<file path="src/rtl/serial_word_packer_pkg.sv">
// Shared definitions for the serial word packer and the word buffer.
// Holds the common word width, counter width and FSM encoding.
package serial_word_packer_pkg;

    // Word width shared by the packer and the buffer write port
    localparam int WIDTH_DEF = 16;

    // Width of the completed-word counter
    localparam int CNT_W_DEF = 8;

    typedef enum logic {
        IDLE  = 1'b0,
        SHIFT = 1'b1
    } pk_state_t;

    // Bit counter width for a given word width
    function automatic int bitcnt_w(input int w);
        return $clog2(w) + 1;
    endfunction

endpackage

</file>
<file path="src/rtl/serial_word_packer.sv">
// Packs a framed MSB-first serial stream into WIDTH-bit words and
// pushes them into the downstream buffer through a one-word hold reg.
//
// Ports:
//   clk_1        write-domain clock (posedge)
//   rst          synchronous active-high reset
//   frame_start  din is the MSB of a new word (with din_valid)
//   din_valid    din carries a valid bit
//   din          serial data bit
//   buf_full     downstream buffer full flag
//   data_out     word presented to the buffer
//   data_out_en  buffer write enable
//   busy         frame partially received
//   overflow     sticky, a completed word was dropped
//   word_cnt     words accepted into the hold register
module serial_word_packer
    import serial_word_packer_pkg::*;
#(
    parameter int WIDTH = WIDTH_DEF,
    parameter int CNT_W = CNT_W_DEF
) (
    input  logic             clk_1,
    input  logic             rst,
    input  logic             frame_start,
    input  logic             din_valid,
    input  logic             din,
    input  logic             buf_full,
    output logic [WIDTH-1:0] data_out,
    output logic             data_out_en,
    output logic             busy,
    output logic             overflow,
    output logic [CNT_W-1:0] word_cnt
);

    localparam int BW = bitcnt_w(WIDTH);
    localparam logic [BW-1:0] LAST = BW'(WIDTH - 1);

    pk_state_t        r_state;
    logic [BW-1:0]    r_bit_cnt;
    logic [WIDTH-1:0] r_shift;
    logic [WIDTH-1:0] r_hold_data;
    logic             r_hold_valid;
    logic             r_overflow;
    logic [CNT_W-1:0] r_word_cnt;

    logic             w_drain;
    logic             w_done;
    logic [WIDTH-1:0] w_word;

    // Combinational enable so the buffer samples it on the same edge;
    // gated by rst so no write is issued in a reset cycle.
    assign w_drain = r_hold_valid && !buf_full && !rst;

    // A restart (frame_start) in SHIFT takes priority over completion.
    assign w_done = (r_state == SHIFT) && din_valid && !frame_start
                    && (r_bit_cnt == LAST);

    assign w_word = {r_shift[WIDTH-2:0], din};

    assign data_out    = r_hold_data;
    assign data_out_en = w_drain;
    assign busy        = (r_state == SHIFT);
    assign overflow    = r_overflow;
    assign word_cnt    = r_word_cnt;

    always_ff @(posedge clk_1) begin
        if (rst) begin
            r_state      <= IDLE;
            r_bit_cnt    <= '0;
            r_shift      <= '0;
            r_hold_data  <= '0;
            r_hold_valid <= 1'b0;
            r_overflow   <= 1'b0;
            r_word_cnt   <= '0;
        end else begin
            unique case (r_state)
                IDLE: begin
                    if (din_valid && frame_start) begin
                        r_shift   <= WIDTH'(din);
                        r_bit_cnt <= BW'(1);
                        r_state   <= SHIFT;
                    end
                end
                SHIFT: begin
                    if (din_valid) begin
                        if (frame_start) begin
                            // Abort the partial word, restart silently
                            r_shift   <= WIDTH'(din);
                            r_bit_cnt <= BW'(1);
                        end else if (r_bit_cnt == LAST) begin
                            r_shift   <= w_word;
                            r_bit_cnt <= '0;
                            r_state   <= IDLE;
                        end else begin
                            r_shift   <= w_word;
                            r_bit_cnt <= r_bit_cnt + BW'(1);
                        end
                    end
                end
                default: begin
                    r_state <= IDLE;
                end
            endcase

            // Hold register: a slot is free if empty or draining now
            if (w_done) begin
                if (!r_hold_valid || w_drain) begin
                    r_hold_data  <= w_word;
                    r_hold_valid <= 1'b1;
                    r_word_cnt   <= r_word_cnt + CNT_W'(1);
                end else begin
                    // Held word is stuck behind buf_full: drop new one
                    r_overflow <= 1'b1;
                end
            end else if (w_drain) begin
                r_hold_valid <= 1'b0;
            end
        end
    end

endmodule
</file>
<file path="config.mk">
export PLATFORM = sky130hd
export DESIGN_NAME = serial_word_packer
export DESIGN_NICKNAME = d
export VERILOG_FILES = /design/src/rtl/serial_word_packer_pkg.sv /design/src/rtl/serial_word_packer.sv
export SDC_FILE = /design/constraint.sdc
export NUM_CORES = 1
export LEC_CHECK = 0
export BUFFER_PORTS_ARGS = -buffer_cell sky130_fd_sc_hd__buf_2
export CORE_MARGIN = 1.5
export CORE_UTILIZATION = 40
export DETAILED_ROUTE_END_ITERATION = 8
export PLACE_DENSITY = 0.66
export SLEW_MARGIN = 20
export SYNTH_ARGS = -nofsm -noshare
export SYNTH_HDL_FRONTEND = slang
export SYNTH_SLANG_ARGS = --single-unit
</file>
<file path="constraint.sdc">
create_clock -name clk_1 -period 2.04 [get_ports clk_1]
set_input_delay 0.204 -clock clk_1 [delete_from_list [all_inputs] [get_ports clk_1]]
set_output_delay 0.204 -clock clk_1 [all_outputs]
set_load 0.02 [all_outputs]
</file>
==> key figures <==
STA
  • Setup WS post-layout: 166 ps
  • Period utilization: 0.919
  • Clk_skew: 6.08 ps
  • Worst hold slack: 164 ps
  • RSZ-0062 raised after global routing: false
  • Worst-margin pin slew: 464 ps
  • Slew HR: 0.691
  • Hold Violations, Final: 0
  • Crit path time final: 1870 ps
  • Final setup violation count: 0
  • Setup TNS: 0 ps
  • Final Max Tran Viols: 0
  • Fmax: 0.534 GHz

Route
  • Vias: 1527
  • # DRC: 0
  • Initial DRC Count: 100
  • Drt first pass iters: 4
  • DR WL/cell: 12.4 um
  • Wirelength, routed: 3.60 mm
  • ANT nets after route: 0
  • Vias per inst: 5.27

Die
  • # rows: 24
  • Initial core utilization: 0.415
  • Die ar.: 4900 um^2
  • Ports: 33
  • Core Box Area: 4320 um^2
  • Die height: 70.0 um
  • Die X: 70.0 um

Critical path
  • Endpoint type of the worst setup path: flip-flop
  • Crit path max fanout: 13
  • Worst Path Required: 2270 ps
  • Setup CP Type: reg2reg
  • Worst setup SP type: flip-flop
  • Critical path data arrival time: 2110 ps

Clock network
  • Post-CTS Setup Repair Bufs: 0
  • CTS H-tree depth: 2
  • Bufs on Longest Clock Path: 2
  • CTS Hold Buffers Added: 0
  • Post-cts sizing count: 0
  • CTS tree: built
  • Clk sinks: 47
  • Clock-pin slew on the worst setup and hold paths: 90 ps
  • Skew-Pair Late Insertion Delay: 300 ps
  • TritonCTS Buffers: 5
  • CTS Root Cell: clkbuf_8

Yosys
  • Dominant cell by count in the synthesized netlist: dfxtp_1
  • Async SR Flop Fraction: 0
  • EDFF count, synth: 0
  • Post-synthesis sequential area ratio: 0.524
  • Syn Nets: 214
  • Post-Syn Area: 1800 um^2
  • Synth top area share: 0.524
  • Primary FF master, synth: dfxtp_1
  • Gate Count Post-Synth: 206
  • Top post-synthesis cells by area: dfxtp_1 52%, nand2_1 8.2%, a22oi_1 7.1%
  • Commonest cells in the netlist: 47 x dfxtp_1, 39 x nand2_1, 25 x a21oi_1, 24 x nor2_1, 17 x a22oi_1
  • Ys Warns: 0
  • Syn avg cell area: 8.72 um^2
  • Synth cell types: 34
  • Synth area leader: dfxtp_1
  • #FFs+latches synth: 47

Final layout
  • Share of layout cells above drive strength 1: 0.206
  • Area Growth Syn to Fin: 16.6%
  • Antenna cells: 0
  • Fin nets: 245
  • FILL cells: 465
  • Register area: 941 um^2
  • Area of the multi-input gates: 778 um^2

GRT
  • GRT busiest layer: met2
  • Pin count of the biggest net entering global routing: 49
  • Overflow after GRT: 0
  • Tot GR Track Use: 0.154
  • First-pass GRT wire length: 6.12 mm
  • Met2 global-route usage: 0.237
  • Vias in the first global route: 1335
  • M1 GR Usage: 0.204
  • Met3 usage: 0.0476
  • Initial antenna violation count: 0

Pwr
  • Power per cell area: 749 nW/um^2
  • Int Power: 1.21 mW
  • Design Power: 1.57 mW
  • Switching Power: 353 uW
  • Sequential share of power: 0.591
  • Worst vdd ir: 0.000454 V
  • Sw frac: 0.225
  • Clock power share: 0.375
  • Comb power frac: 0.034
  • Leakage: 0.821 nW

Flow run
  • # Max-Cap Violations: 0

Placed design
  • Routability cong.: 0.735
  • Hpwl dp: 2.41 mm
  • Dpl ws: 188 ps
  • PortBufs: 32

Min path
  • Worst hold path type: in2reg

Run status
  • Outcome: completed
==> registers in the layout, indices dropped and copies added (netlist names) <==
signal,flops
r_bit_cnt,5
busy,1
overflow,1
word_cnt,8
r_shift,15
r_hold_valid,1
data_out,16
==> stage by stage <==
stage | utilization | area (um^2) | cells
3_5_place_dp | 0.462 | 2000 | 282
2_1_floorplan | - | 1800 | 206
6_report | 0.484 | 2090 | 290
4_1_cts | 0.484 | 2090 | 290
3_3_place_gp | 0.462 | 2000 | 282
5_1_grt | 0.484 | 2090 | 290
==> logic make-up (layout without fill, tap and decap cells) <==
group | count (synthesis) | count (layout) | synth area share
multiplexers | 1 | 1 | 0.00558
adder cells (fa/ha/maj) | 2 | 2 | 0.0139
AND/OR/NAND/NOR | 84 | 84 | 0.218
flip-flops | 47 | 47 | 0.524
XOR/XNOR | 3 | 3 | 0.0146
AO/OA/AOI/OAI | 53 | 53 | 0.181
buffers and inverters | 16 | 48 | 0.0425
==> per-layer routing <==
metal,share of wire,vias up
met1,0.49,716
met5,0,-
li1,-,778
met3,0.050,6
met4,0.014,0
met2,0.45,27
==> power by group through the flow <==
| stage | Sequential, mW | Combinational, mW | Clock (mW) |
|---|---|---|---|
| 3_3_place_gp | 0.947 | 0.0536 | 0 |
| 6_report | 0.926 | 0.0530 | 0.588 |
| 5_1_grt | 0.927 | 0.0594 | 0.638 |
| 3_5_place_dp | 0.948 | 0.0539 | 0 |
| 2_1_floorplan | 0.948 | 0.0347 | 0 |
| 4_1_cts | 0.926 | 0.0541 | 0.603 |
==> layout make-up <==
class | instances | area share
flip-flops and latches | 47 | 0.449
multi-input cells | 143 | 0.372
repair buffers | 38 | 0.0980
clock buffers | 6 | 0.0395
well taps | 52 | 0.0311
clock inverters | 2 | 0.00658
inverters | 2 | 0.00359
==> critical path: stages (launching register included) <==
cell and delay, ps:
dfxtp_1 390, ha_1 220, and4b_1 320, nand3_4 180
or4_1 530, a21oi_1 150
==> cells in the final DEF, fill, tap and decap left out, types with 6 or more instances in the layout <==
cell	count
dfxtp_1	47
buf_2	32
clkbuf_8	6
nor2_1	24
nand2_1	39
a21oi_1	25
a22oi_1	17
buf_4	6
==> worst paths after layout <==
| path | cells past startpoint | slack (ps) | start | to |
|---|---|---|---|---|
| setup / recovery | 5 | 170 | r_bit_cnt[0] | word_cnt[5] |
| hold / removal | 3 | 160 | din | data_out[0] |
| setup reg to reg | 5 | 170 | r_bit_cnt[0] | word_cnt[5] |
| hold reg to reg | 2 | 460 | r_shift[14] | data_out[15] |
No activity file was read; power rests on OpenSTA's default activity.
